[src/rtl/tile_fetch_ctrl.sv]
// tile_fetch_ctrl: walks a job of tiles through a BRAM read port and streams
// the returned beats out over a valid/ready interface.
//
// A job is num_tiles tiles (0 means 256) of NUM_FETCHES_PER_TILE beats each.
// Beat addresses are tile_base + beat, with tile_base starting at base_addr
// and advancing by tile_stride per tile (both sums wrap at 2^ADDR_WIDTH).
// Reads are credit-limited so that in-flight reads plus skid FIFO occupancy
// never exceed BRAM_LATENCY+1, which is exactly enough for one beat per cycle.
//
// Ports:
//   clk, rst            clock, synchronous active-high reset
//   start, abort        job request (IDLE only) / cancel current job
//   base_addr, num_tiles, tile_stride   job descriptor, sampled on start
//   bram_en, bram_addr, bram_dout       BRAM read port
//   out_data, out_valid, out_ready, out_last   output stream
//   tile_done, job_done pulses on the last-beat / final handshake
//   busy                high from accepted start until back in IDLE
//   stall_cycles        only with TILE_FETCH_PERF_CNT_EN: saturating count of
//                       cycles with out_valid=1 and out_ready=0
//
// Optional feature macro: TILE_FETCH_PERF_CNT_EN
module tile_fetch_ctrl #(
    parameter int unsigned ADDR_WIDTH           = 11,
    parameter int unsigned DATA_WIDTH           = 256,
    parameter int unsigned NUM_FETCHES_PER_TILE = 32,
    parameter int unsigned BRAM_LATENCY         = 1
) (
    input  logic                  clk,
    input  logic                  rst,
    input  logic                  start,
    input  logic [ADDR_WIDTH-1:0] base_addr,
    input  logic [7:0]            num_tiles,
    input  logic [ADDR_WIDTH-1:0] tile_stride,
    input  logic                  abort,
    output logic                  bram_en,
    output logic [ADDR_WIDTH-1:0] bram_addr,
    input  logic [DATA_WIDTH-1:0] bram_dout,
    output logic [DATA_WIDTH-1:0] out_data,
    output logic                  out_valid,
    input  logic                  out_ready,
    output logic                  out_last,
    output logic                  tile_done,
    output logic                  job_done,
    output logic                  busy
`ifdef TILE_FETCH_PERF_CNT_EN
    ,
    output logic [31:0]           stall_cycles
`endif
);

    localparam int unsigned DEPTH  = BRAM_LATENCY + 1;
    localparam int unsigned PTR_W  = $clog2(DEPTH);
    localparam int unsigned SLOTS  = 1 << PTR_W;
    localparam int unsigned CNT_W  = $clog2(DEPTH + 1);
    localparam int unsigned BEAT_W = (NUM_FETCHES_PER_TILE > 1) ? $clog2(NUM_FETCHES_PER_TILE) : 1;

    typedef enum logic [1:0] {IDLE, ISSUE, DRAIN} state_t;

    state_t                  state_q, state_d;
    logic [BEAT_W-1:0]       beat_q;
    logic [ADDR_WIDTH-1:0]   tile_base_q;
    logic [ADDR_WIDTH-1:0]   stride_q;
    logic [8:0]              tiles_left_q;
    logic [CNT_W-1:0]        pend_q;
    logic [BRAM_LATENCY-1:0] pipe_vld_q, pipe_last_q, pipe_jlast_q;
    logic [DATA_WIDTH-1:0]   fifo_data_q [SLOTS];
    logic [SLOTS-1:0]        fifo_last_q, fifo_jlast_q;
    logic [PTR_W-1:0]        wr_ptr_q, rd_ptr_q;
    logic [CNT_W-1:0]        cnt_q;

    logic accept, kill, pop, push, last_beat, last_job;

    function automatic logic [PTR_W-1:0] ptr_inc(input logic [PTR_W-1:0] p);
        return (p == PTR_W'(DEPTH - 1)) ? '0 : p + PTR_W'(1);
    endfunction

    assign accept    = (state_q == IDLE) && start;
    assign kill      = rst || (abort && (state_q != IDLE));
    assign out_valid = (cnt_q != '0);
    assign pop       = out_valid && out_ready;
    assign push      = pipe_vld_q[BRAM_LATENCY-1];
    assign last_beat = (beat_q == BEAT_W'(NUM_FETCHES_PER_TILE - 1));
    assign last_job  = last_beat && (tiles_left_q == 9'd1);
    assign bram_addr = tile_base_q + ADDR_WIDTH'(beat_q);
    assign busy      = (state_q != IDLE);
    assign out_data  = out_valid ? fifo_data_q[rd_ptr_q] : '0;
    assign out_last  = out_valid && fifo_last_q[rd_ptr_q];
    assign tile_done = pop && out_last && !kill;
    assign job_done  = tile_done && fifo_jlast_q[rd_ptr_q];

    // Next state and read issue; a pop this cycle frees a credit immediately
    // so a full pipeline keeps issuing one read per cycle.
    always_comb begin
        state_d = state_q;
        bram_en = 1'b0;
        case (state_q)
            IDLE:  if (start) state_d = ISSUE;
            ISSUE: begin
                bram_en = (pend_q < CNT_W'(DEPTH)) || pop;
                if (bram_en && last_job) state_d = DRAIN;
            end
            DRAIN: if ((pend_q == '0) || ((pend_q == CNT_W'(1)) && pop)) state_d = IDLE;
            default: state_d = IDLE;
        endcase
        if (kill) begin
            state_d = IDLE;
            bram_en = 1'b0;
        end
    end

    // Control state, address walk, read tag pipeline and FIFO bookkeeping.
    always_ff @(posedge clk) begin
        if (rst) begin
            state_q      <= IDLE;
            beat_q       <= '0;
            tile_base_q  <= '0;
            stride_q     <= '0;
            tiles_left_q <= '0;
            pend_q       <= '0;
            pipe_vld_q   <= '0;
            pipe_last_q  <= '0;
            pipe_jlast_q <= '0;
            fifo_last_q  <= '0;
            fifo_jlast_q <= '0;
            wr_ptr_q     <= '0;
            rd_ptr_q     <= '0;
            cnt_q        <= '0;
        end else begin
            state_q <= state_d;
            pipe_last_q[0]  <= last_beat;
            pipe_jlast_q[0] <= last_job;
            for (int k = 1; k < int'(BRAM_LATENCY); k++) begin
                pipe_last_q[k]  <= pipe_last_q[k-1];
                pipe_jlast_q[k] <= pipe_jlast_q[k-1];
            end
            if (kill) begin
                // Flush everything; late BRAM returns find no valid tag.
                pend_q     <= '0;
                pipe_vld_q <= '0;
                wr_ptr_q   <= '0;
                rd_ptr_q   <= '0;
                cnt_q      <= '0;
            end else begin
                pend_q        <= pend_q + CNT_W'(bram_en) - CNT_W'(pop);
                pipe_vld_q[0] <= bram_en;
                for (int k = 1; k < int'(BRAM_LATENCY); k++) begin
                    pipe_vld_q[k] <= pipe_vld_q[k-1];
                end
                if (push) begin
                    fifo_last_q[wr_ptr_q]  <= pipe_last_q[BRAM_LATENCY-1];
                    fifo_jlast_q[wr_ptr_q] <= pipe_jlast_q[BRAM_LATENCY-1];
                    wr_ptr_q               <= ptr_inc(wr_ptr_q);
                end
                if (pop) rd_ptr_q <= ptr_inc(rd_ptr_q);
                cnt_q <= cnt_q + CNT_W'(push) - CNT_W'(pop);
            end
            if (accept) begin
                tile_base_q  <= base_addr;
                stride_q     <= tile_stride;
                beat_q       <= '0;
                tiles_left_q <= (num_tiles == 8'd0) ? 9'd256 : {1'b0, num_tiles};
            end else if (bram_en) begin
                if (last_beat) begin
                    beat_q       <= '0;
                    tile_base_q  <= tile_base_q + stride_q;
                    tiles_left_q <= tiles_left_q - 9'd1;
                end else begin
                    beat_q <= beat_q + BEAT_W'(1);
                end
            end
        end
    end

    // Skid FIFO payload storage; occupancy is tracked above.
    always_ff @(posedge clk) begin
        if (push) fifo_data_q[wr_ptr_q] <= bram_dout;
    end

`ifdef TILE_FETCH_PERF_CNT_EN
    // Saturating stall counter, restarted by each accepted job.
    always_ff @(posedge clk) begin
        if (rst) begin
            stall_cycles <= '0;
        end else if (accept) begin
            stall_cycles <= '0;
        end else if (out_valid && !out_ready && (stall_cycles != '1)) begin
            stall_cycles <= stall_cycles + 32'd1;
        end
    end
`endif

endmodule

[config.mk]
export PLATFORM = sky130hd
export DESIGN_NAME = tile_fetch_ctrl
export DESIGN_NICKNAME = d
export VERILOG_FILES = /design/src/rtl/tile_fetch_ctrl.sv
export SDC_FILE = /design/constraint.sdc
export NUM_CORES = 1
export LEC_CHECK = 0
export ABC_AREA = 0
export BUFFER_PORTS_ARGS = -buffer_cell sky130_fd_sc_hd__buf_4
export CORE_AREA = 2 2 276 278
export DETAILED_ROUTE_END_ITERATION = 10
export DIE_AREA = 0 0 278 280
export GPL_TIMING_DRIVEN = 0
export HOLD_SLACK_MARGIN = 0.02
export SLEW_MARGIN = 20
export SYNTH_ARGS = -nofsm -noshare
export SYNTH_HDL_FRONTEND = slang
export SYNTH_SLANG_ARGS = --single-unit
[constraint.sdc]
create_clock -name clk -period 23.6 [get_ports clk]
set_input_delay 2.36 -clock clk [delete_from_list [all_inputs] [get_ports clk]]
set_output_delay 2.36 -clock clk [all_outputs]
set_load 0.1 [all_outputs]
After elaboration in Yosys (flattened, before gate mapping)
Memory sizes are Yosys's and may differ from the RTL's. A register that Yosys moved wholly into a read port is not among the register bits.
Cells that the tools add are included.

storage, ports and cells
  register bits after elaboration = 51
  latch bits = 0
  bits in writable memories = 512
  ROM bits = 0
  input bits = 291
  output and inout bits = 273
  logic and storage cells = 94
  memories kept = 1

operators by class
  $add $sub $neg = 10
  $mul = 0
  div/mod/pow operators = 0
  order comparisons = 4
  eq/ne operators = 8
  shift-type cells = 0
  multiplexer cells = 29
  bitwise operators = 1
  reduce and logical (&&, ||, !) cells = 27

memory list
  name         depth  width  rd ports  clocked after Yosys merged registers in  wr ports  RTL line  text
  fifo_data_q  2      256    1         1                                        1         66        logic [DATA_WIDTH-1:0] fifo_data_q [SLOTS];

operator list
  kind                                                                          count
  256-bit 2-to-1 mux                                                            1
  9-bit 2-to-1 mux                                                              4
  11-bit 2-to-1 mux                                                             3
  1-bit 2-to-1 mux                                                              13
  11-bit adder                                                                  1
  11-bit by 5-bit adder with 11-bit output                                      1
  1-bit logical AND                                                             11
  9-bit by 1-bit == test with 1-bit output, second input constant               1
  9-bit by 1-bit subtractor with 9-bit output, second input constant            1
  8-bit logical NOT                                                             1
  2-bit nonzero test                                                            4
  2-bit 2-to-1 mux                                                              3
  2-bit inequality test, second input constant                                  3
  2-bit case mux with 3 select lines                                            1
  5-bit by 1-bit adder with 5-bit output, second input constant                 1
  5-bit == test, second input constant                                          1
  5-bit 2-to-1 mux                                                              1
  2-bit by 1-bit adder with 2-bit output                                        2
  2-bit bitwise mux                                                             2
  2-bit by 1-bit == test with 1-bit output, second input constant               2
  2-bit logical NOT                                                             2
  1-bit by 2-bit less-than comparator with 1-bit output, second input constant  2
  2-bit AND reduction                                                           2
  2-bit OR reduction                                                            2
  other kinds (10)                                                              14

Longest topological paths before layout
Gate-level depths: netlist (run 1).

  depth in word-level cells = 7
  mapped depth = 9
  depth with buffers taken out = 8

Worst setup path before layout (run 1)
No wires, ideal clock.

  path type = flip-flop to flip-flop
  from = reg wr_ptr_q
  to = reg fifo_jlast_q[0]
  library setup time = 0.132 ns
  data arrival time = 12.738 ns
  data required time = 23.468 ns
  slack = 10.730 ns
  cell stages (with the launch flop) = 4
  buffers on the path = 0
  clock period less this slack = 12.870 ns
  cell sequence = dfxtp_1 nor2b_1 and2_1 o21ai_0

between the ends
  longest elaborated chain between the ends = 5
  elaborated cells between the ends (all ways) = 6
  classes of those cells = order compare: 2; mux: 3; reduce/logical: 1

RTL lines
  element                                                                                                                    RTL line  text
  start, declared                                                                                                            68        logic [PTR_W-1:0] wr_ptr_q, rd_ptr_q;
  start signal, assigned                                                                                                     152       wr_ptr_q <= ptr_inc(wr_ptr_q);
  1-bit by 2-bit less-than comparator with 1-bit output (implied by the code) / 1-bit >= comparator (equally long branches)  151       fifo_jlast_q[wr_ptr_q] <= pipe_jlast_q[BRAM_LATENCY-1];
  1-bit logical AND (implied by the code)                                                                                    151
  1-bit 2-to-1 mux (implied by the code)                                                                                     151
  1-bit demux with 1-bit select *                                                                                            151
  2-bit bitwise mux *                                                                                                        151
  end signal, assigned by index                                                                                              151
  end, declared                                                                                                              67        logic [SLOTS-1:0] fifo_last_q, fifo_jlast_q;

Mark *: on every way between the ends. The rest lies on a longest branch, timed or not.
A chain may end at the register's enable or synchronous reset.

Final worst setup path (run 1)
  from = in rst
  to = out job_done

between the ends
  longest elaborated chain between the ends = 4

RTL lines
  element            RTL line  text
  start, declared    29        input logic rst,
  1-bit logical OR   78        assign kill = rst || (abort && (state_q != IDLE));
  1-bit logical NOT  88        assign tile_done = pop && out_last && !kill;
  1-bit logical AND  88
  1-bit logical AND  89        assign job_done = tile_done && fifo_jlast_q[rd_ptr_q];
  end, declared      43        output logic job_done,

Every way passes these cells.

==> results of run 1 <==
## cell families after synthesis
kind of cell / count (synthesis) / share of synthesized area
flops: 564 / 0.737
buf+inv: 93 / 0.0171
mux: 262 / 0.118
xor+xnor: 19 / 0.00748
simple gates: 395 / 0.0752
compound gates: 95 / 0.0301
fa+ha+maj: 25 / 0.0147
## routing by layer
metal / global-route usage / up-vias / share of wire
met5: 0 / - / 0.00026
met4: 0.0667 / 2 / 0.035
met3: 0.0443 / 125 / 0.070
met2: 0.257 / 446 / 0.50
met1: 0.175 / 6933 / 0.39
li1: - / 6675 / -
## worst max-delay path, stage by stage
cell	delay (ps)
buf_4	130
clkbuf_1	260
nor2_1	410
and3_1	250
nor2b_1	180
buf_4	310
## stage by stage
stage	setup slack, ps	instances	power, µW
after floorplan	10730	1453	2500
after global placement	3340	2994	2920
after detailed placement	17330	3013	2920
after CTS	17230	3131	4010
after global routing	17230	3133	4100
final	17330	3134	3970
## Yosys cell counts, types with 8 or more instances
master,instances,area (µm²)
and2_1,8,50.1
edfxtp_1,512,15400
o21ai_0,13,65.1
ha_1,23,288
buf_2,26,130
dfxtp_1,52,1040
nand2_1,46,173
inv_1,20,75.1
nor2_1,282,1060
mux2i_1,260,2600
xnor2_1,14,123
a21oi_1,32,160
clkbuf_1,41,154
## registers in the layout (all words and copies together) (netlist names), named ones only
| register | cells |
|---|---|
| cnt_q | 2 |
| state_q | 2 |
| pend_q | 2 |
| beat_q | 5 |
| stride_q | 11 |
| fifo_last_q | 2 |
| fifo_data_q | 512 |
| pipe_jlast_q | 1 |
| fifo_jlast_q | 2 |
| tile_base_q | 11 |
| tiles_left_q | 9 |
| pipe_last_q | 1 |
| wr_ptr_q | 1 |
| rd_ptr_q | 1 |
| pipe_vld_q | 1 |
## final timing paths
| check | to | slack (ps) | cells past startpoint |
|---|---|---|---|
| worst max-delay path | job_done | 17330 | 6 |
| worst max register to register | tile_base_q[9]$_SDFFE_PP0P_ | 21050 | 9 |
| worst min register to register | stride_q[7]$_SDFFE_PP0P_ | 460 | 2 |
| worst min-delay path | stride_q[7]$_SDFFE_PP0P_ | 460 | 2 |
## area by class of cell
cell class,instances,area (µm²),share of cell area
sequential,564,16400,0.538
multi-input combinational,796,5470,0.180
timing repair buffer,582,4680,0.153
clock buffer,77,1690,0.0555
tap,978,1220,0.0401
clock inverter,41,617,0.0202
buffer,72,303,0.00993
inverter,21,78.8,0.00259
antenna,3,7.51,0.000246
## power by group through the flow
stage / logic (µW) / clock network [µW] / registers (µW)
2_1_floorplan: 1330 / 0 / 1170
3_3_place_gp: 1740 / 0 / 1190
3_5_place_dp: 1750 / 0 / 1160
4_1_cts: 1760 / 1110 / 1140
5_1_grt: 1800 / 1150 / 1150
6_report: 1740 / 1080 / 1140
==> summary.md, run 1 <==
| Metric | Value |
|---|---|
| Status | completed |
| DPL Wire Length | 44.8 mm |
| Total iterations of the first detailed-routing run | 5 |
| Initial core utilization | 0.296 |
| Nature of the critical path startpoint | input pin |
| Via count of the first global-routing pass | 14,908 |
| Number of nets produced by synthesis | 1,769 |
| Class of the most critical hold timing path | reg2reg |
| Layout Nets | 2,419 |
| Maximum ir drop on the vdd rail | 0.0880 mV |
| Largest clock skew in the final design | 36.3 ps |
| Core area | 75,200 µm² |
| CTS clk-pin slew, worst paths | 60 ps |
| Final Max Slew Viols | 0 |
| Net Sw Frac | 0.462 |
| RSZ-0062 raised after global routing | false |
| Number of antenna violations at the first check in global routing | 4 |
| Cell Area, Synth | 22,300 µm² |
| Total wire length after detailed routing | 61.2 mm |
| Maximum achievable frequency | 160 MHz |
| Reg-to-Reg Start | beat_q[0]$_SDFFE_PP0P_ |
| Post-Place Cell Area | 28,200 µm² |
| Worst Setup End Kind | output port |
| Clock tree buffer depth | 3 |
| Slew @ Worst Pin | 932 ps |
| Number of register bits inferred by synthesis | 564 |
| Average vias per placed instance | 4.52 |
| Synth warn | 0 |
| Buffers on Ports | 563 |
| Final hold violation count | 0 |
| Global-route wire length before repair | 89.1 mm |
| TritonCTS buffer count | 66 |
| Power density over the cells | 130 nW/µm² |
| Clock latency of the later-clocked register in the worst-skew pair | 600 ps |
| Path type of the worst setup path | in2out |
| TritonCTS clock tree | built |
| Routed len/inst | 19.5 µm |
| Share of synthesized flip-flops with an asynchronous set or reset | 0 |
| Crit. Startpoint | rst |
| Top-Level Pins | 564 |
| Gp weighted congestion | 0.878 |
| Cell row count | 101 |
| Avg Cell Area, Syn | 15.3 µm² |
| DRC violations left | 0 |
| Shortest clock period the worst path allows after layout | 6270 ps |
| Most common cell after layout, fill and taps aside | buf_4 |
| Final setup violation count | 0 |
| Highest fanout seen on the critical path | 10 |
| CTS-repair resized insts | 0 |
| H-tree levels | 3 |
| Count of cell types in the netlist | 68 |
| Total GRT Usage | 0.150 |
| Post-Synthesis Cells | 1,453 |
| Portion of total power attributed to combinational logic | 0.439 |
| Share of the core filled with cells | 0.405 |
| DIE HEIGHT | 280 µm |
| Maximum number of pins on one net before global-route repair | 53 |
| Int Power | 2130 µW |
| Hold_ws | 464 ps |
| Sum of overflow across all layers after global routing | 0 |
| Share of the cycle needed by the critical path after routing | 0.266 |
| Total die area | 77,800 µm² |
| Count of maximum capacitance violations | 0 |
| Post-CTS setup buffers | 0 |
| CTS hold repair buffers | 0 |
| Share of total power in sequential cells | 0.288 |
| Count of routing violations after the opening detailed-route iteration | 749 |
| Cell leakage power | 0.0112 µW |
| Count of clock tree sinks | 564 |
| Master cell of the clock root buffer | clkbuf_16 |
| Share of post-route cells with drive strength above 1 | 0.335 |
| Fill count | 6,985 |
| Worst Path Required | 21,240 ps |
| Total Neg Setup Slack | 0 ps |
| Die span in x | 278 µm |
| Non-Filler Cell Area, Final | 30,500 µm² |
| Start point of the worst hold path | stride_q[7]$_SDFFE_PP0P_ |
| Total via count after detailed routing | 14,181 |
| Remaining number of nets flagged by the antenna check after routing | 0 |
| Leading cell types in the layout, fill and taps excluded | buf_4 (563), edfxtp_1 (512), nor2_1 (282) |
| Clock network fraction of total power | 0.273 |
| Number of enable-type register cells in the synthesized netlist | 512 |
| Power dissipated by switching net loads | 1830 µW |
| Signal arrival time at the worst endpoint | 3910 ps |
| Part of the Yosys area used for sequential elements | 0.737 |
| Max transition margin | 0.379 |
| Dominant register cell in the synthesized netlist | edfxtp_1 |
| Area delta synth->final | 37.0% |
Power figures use the tool's default switching activity.
==> run 2: changes to the inputs <==
clock period = 5.1 ns   (was 23.6 ns; I/O delays follow)
==> summary.md, run 2 (same netlist as run 1, synthesis figures left out) <==
| Metric | Value |
|---|---|
| Status | completed |
| Total wire length after detailed routing | 59.4 mm |
| Total via count after detailed routing | 14,058 |
| Largest Register | fifo_data_q |
| Number of antenna violations at the first check in global routing | 2 |
| Reg-to-Reg Start | beat_q[0]$_SDFFE_PP0P_ |
| DRC violations left | 0 |
| Top-Level Pins | 564 |
| Reg-to-reg critical path endpoint | tile_base_q[9]$_SDFFE_PP0P_ |
| Final hold violation count | 0 |
| Buffers on Ports | 563 |
| WHS Path Cells | 1 |
| CTS-repair resized insts | 0 |
| TritonCTS clock tree | built |
| Start point of the worst hold path | bram_dout[43] |
| Cell row count | 101 |
| Core area | 75,200 µm² |
| DIE HEIGHT | 280 µm |
| Flop2flop setup slack | 2590 ps |
| Clock network fraction of total power | 0.253 |
| Final setup violation count | 0 |
| Maximum ir drop on the vdd rail | 0.413 mV |
| Nature of the critical path startpoint | register |
| Share of total power in sequential cells | 0.297 |
| Leading cell types in the layout, fill and taps excluded | buf_4 (563), edfxtp_1 (512), nor2_1 (282) |
| Biggest registers after layout | fifo_data_q: 512 flops, stride_q: 11 flops, tile_base_q: 11 flops |
| Count of maximum capacitance violations | 0 |
| Sum of overflow across all layers after global routing | 0 |
| Placement-stage worst setup slack | 1590 ps |
| Via count of the first global-routing pass | 14,692 |
| Remaining number of nets flagged by the antenna check after routing | 0 |
| Register-to-Register Path Depth | 9 |
| Signal arrival time at the worst endpoint | 3340 ps |
| Layout Nets | 2,418 |
| Clock tree buffer depth | 3 |
| Class of the most critical hold timing path | in2reg |
| Power density over the cells | 589 nW/µm² |
| Final WS setup | 1250 ps |
| Worst Path Required | 4590 ps |
| Maximum number of pins on one net before global-route repair | 53 |
| Total die area | 77,800 µm² |
| Int Power | 9430 µW |
| Portion of total power attributed to combinational logic | 0.450 |
| Largest clock skew in the final design | 37.2 ps |
| Share of post-route cells with drive strength above 1 | 0.332 |
| Final Max Slew Viols | 0 |
| Net Sw Frac | 0.470 |
| Maximum achievable frequency | 260 MHz |
| Total Neg Setup Slack | 0 ps |
| Total GRT Usage | 0.146 |
| Most common cell after layout, fill and taps aside | buf_4 |
| Highest fanout seen on the critical path | 10 |
| H-tree levels | 3 |
| Initial core utilization | 0.296 |
| Path type of the worst setup path | reg2out |
| TritonCTS buffer count | 66 |
| Cell leakage power | 0.0111 µW |
| Gp weighted congestion | 0.862 |
| Slew @ Worst Pin | 895 ps |
| Total iterations of the first detailed-routing run | 5 |
| Count of routing violations after the opening detailed-route iteration | 715 |
| DPL Wire Length | 43.7 mm |
| Die span in x | 278 µm |
| Clock latency of the later-clocked register in the worst-skew pair | 610 ps |
| Worst Setup End Kind | output port |
| CTS hold repair buffers | 0 |
| Average vias per placed instance | 4.49 |
| Count of clock tree sinks | 564 |
| Share of the cycle needed by the critical path after routing | 0.755 |
| Power dissipated by switching net loads | 8370 µW |
| Area delta synth->final | 35.9% |
| CTS clk-pin slew, worst paths | 60 ps |
| Max transition margin | 0.401 |
| Post-CTS setup buffers | 0 |
| Endpoint, Worst Hold | fifo_data_q[1][43]$_DFFE_PP_ |
| Routed len/inst | 19.0 µm |
| Master cell of the clock root buffer | clkbuf_16 |
| RSZ-0062 raised after global routing | false |
| Shortest clock period the worst path allows after layout | 3850 ps |
| Flip-flop count of the largest register after layout | 512 |
| Global-route wire length before repair | 86.9 mm |
[run 2: changes by cell type in the layout (fill, tap and decap cells not counted), sizes merged]
cell      delta
clkinv       +4
diode        -1
buf          -1
clkbuf       -2
clkinvlp     +3
bufinv       -9
[run 2: critical path, cell delays in order, from the launching register on]
cell	delay, ps
dfxtp_1	340
nor2_1	700
clkbuf_1	630
clkbuf_1	650
nor2_1	150
buf_4	280
[run 2: final cells by class]
type	count	area, µm²
diodes	2	5.00
plain buffers	72	303
clock buffers	75	1710
clock inverters	39	383
fillers	6948	44900
inverters	21	78.8
multi-input cells	796	5470
flip-flops and latches	564	16400
well taps	978	1220
repair buffers	581	4650
[run 2: how the worst max path moves through the flow]
stage / depth (start not counted) / slack [ps] / endpoint / start
2_1_floorplan: 5 / -60 / bram_addr[7] / beat_q[1]$_SDFFE_PP0P_
3_3_place_gp: 3 / -2040 / fifo_jlast_q[0]$_SDFFE_PP0P_ / pipe_vld_q$_SDFF_PP0_
3_5_place_dp: 5 / 1590 / out_data[116] / cnt_q[1]$_SDFF_PP0_
4_1_cts: 5 / 940 / out_data[116] / cnt_q[1]$_SDFF_PP0_
5_1_grt: 5 / 860 / out_data[116] / cnt_q[1]$_SDFF_PP0_
6_report: 5 / 1250 / out_data[190] / cnt_q[1]$_SDFF_PP0_
[run 2: power by group through the flow]
stage | logic (µW) | registers, µW | clock network (µW)
after detailed placement | 8070 | 5390 | 0
after global placement | 8010 | 5410 | 0
after CTS | 8090 | 5290 | 4640
after global routing | 8290 | 5300 | 4820
after floorplan | 6140 | 5390 | 0
final | 8010 | 5290 | 4510
[run 2: metal layers]
layer / track usage / wire (µm) / vias up
li1: - / - / 6678
met1: 0.169 / 23000 / 6879
met2: 0.254 / 30500 / 406
met3: 0.0424 / 4030 / 95
met4: 0.0606 / 1860 / 0
met5: 0 / 0 / -
[run 2: stage by stage]
stage	total power, µW	area (µm²)	hold slack, ps	std cells	util
final	17800	30200	87.3	3128	0.402
after floorplan	11500	22300	425	1453	-
after global routing	18400	30200	35.6	3128	0.402
after CTS	18000	30200	29.8	3126	0.402
after global placement	13400	27700	453	2994	0.369
after detailed placement	13500	28100	454	3012	0.374
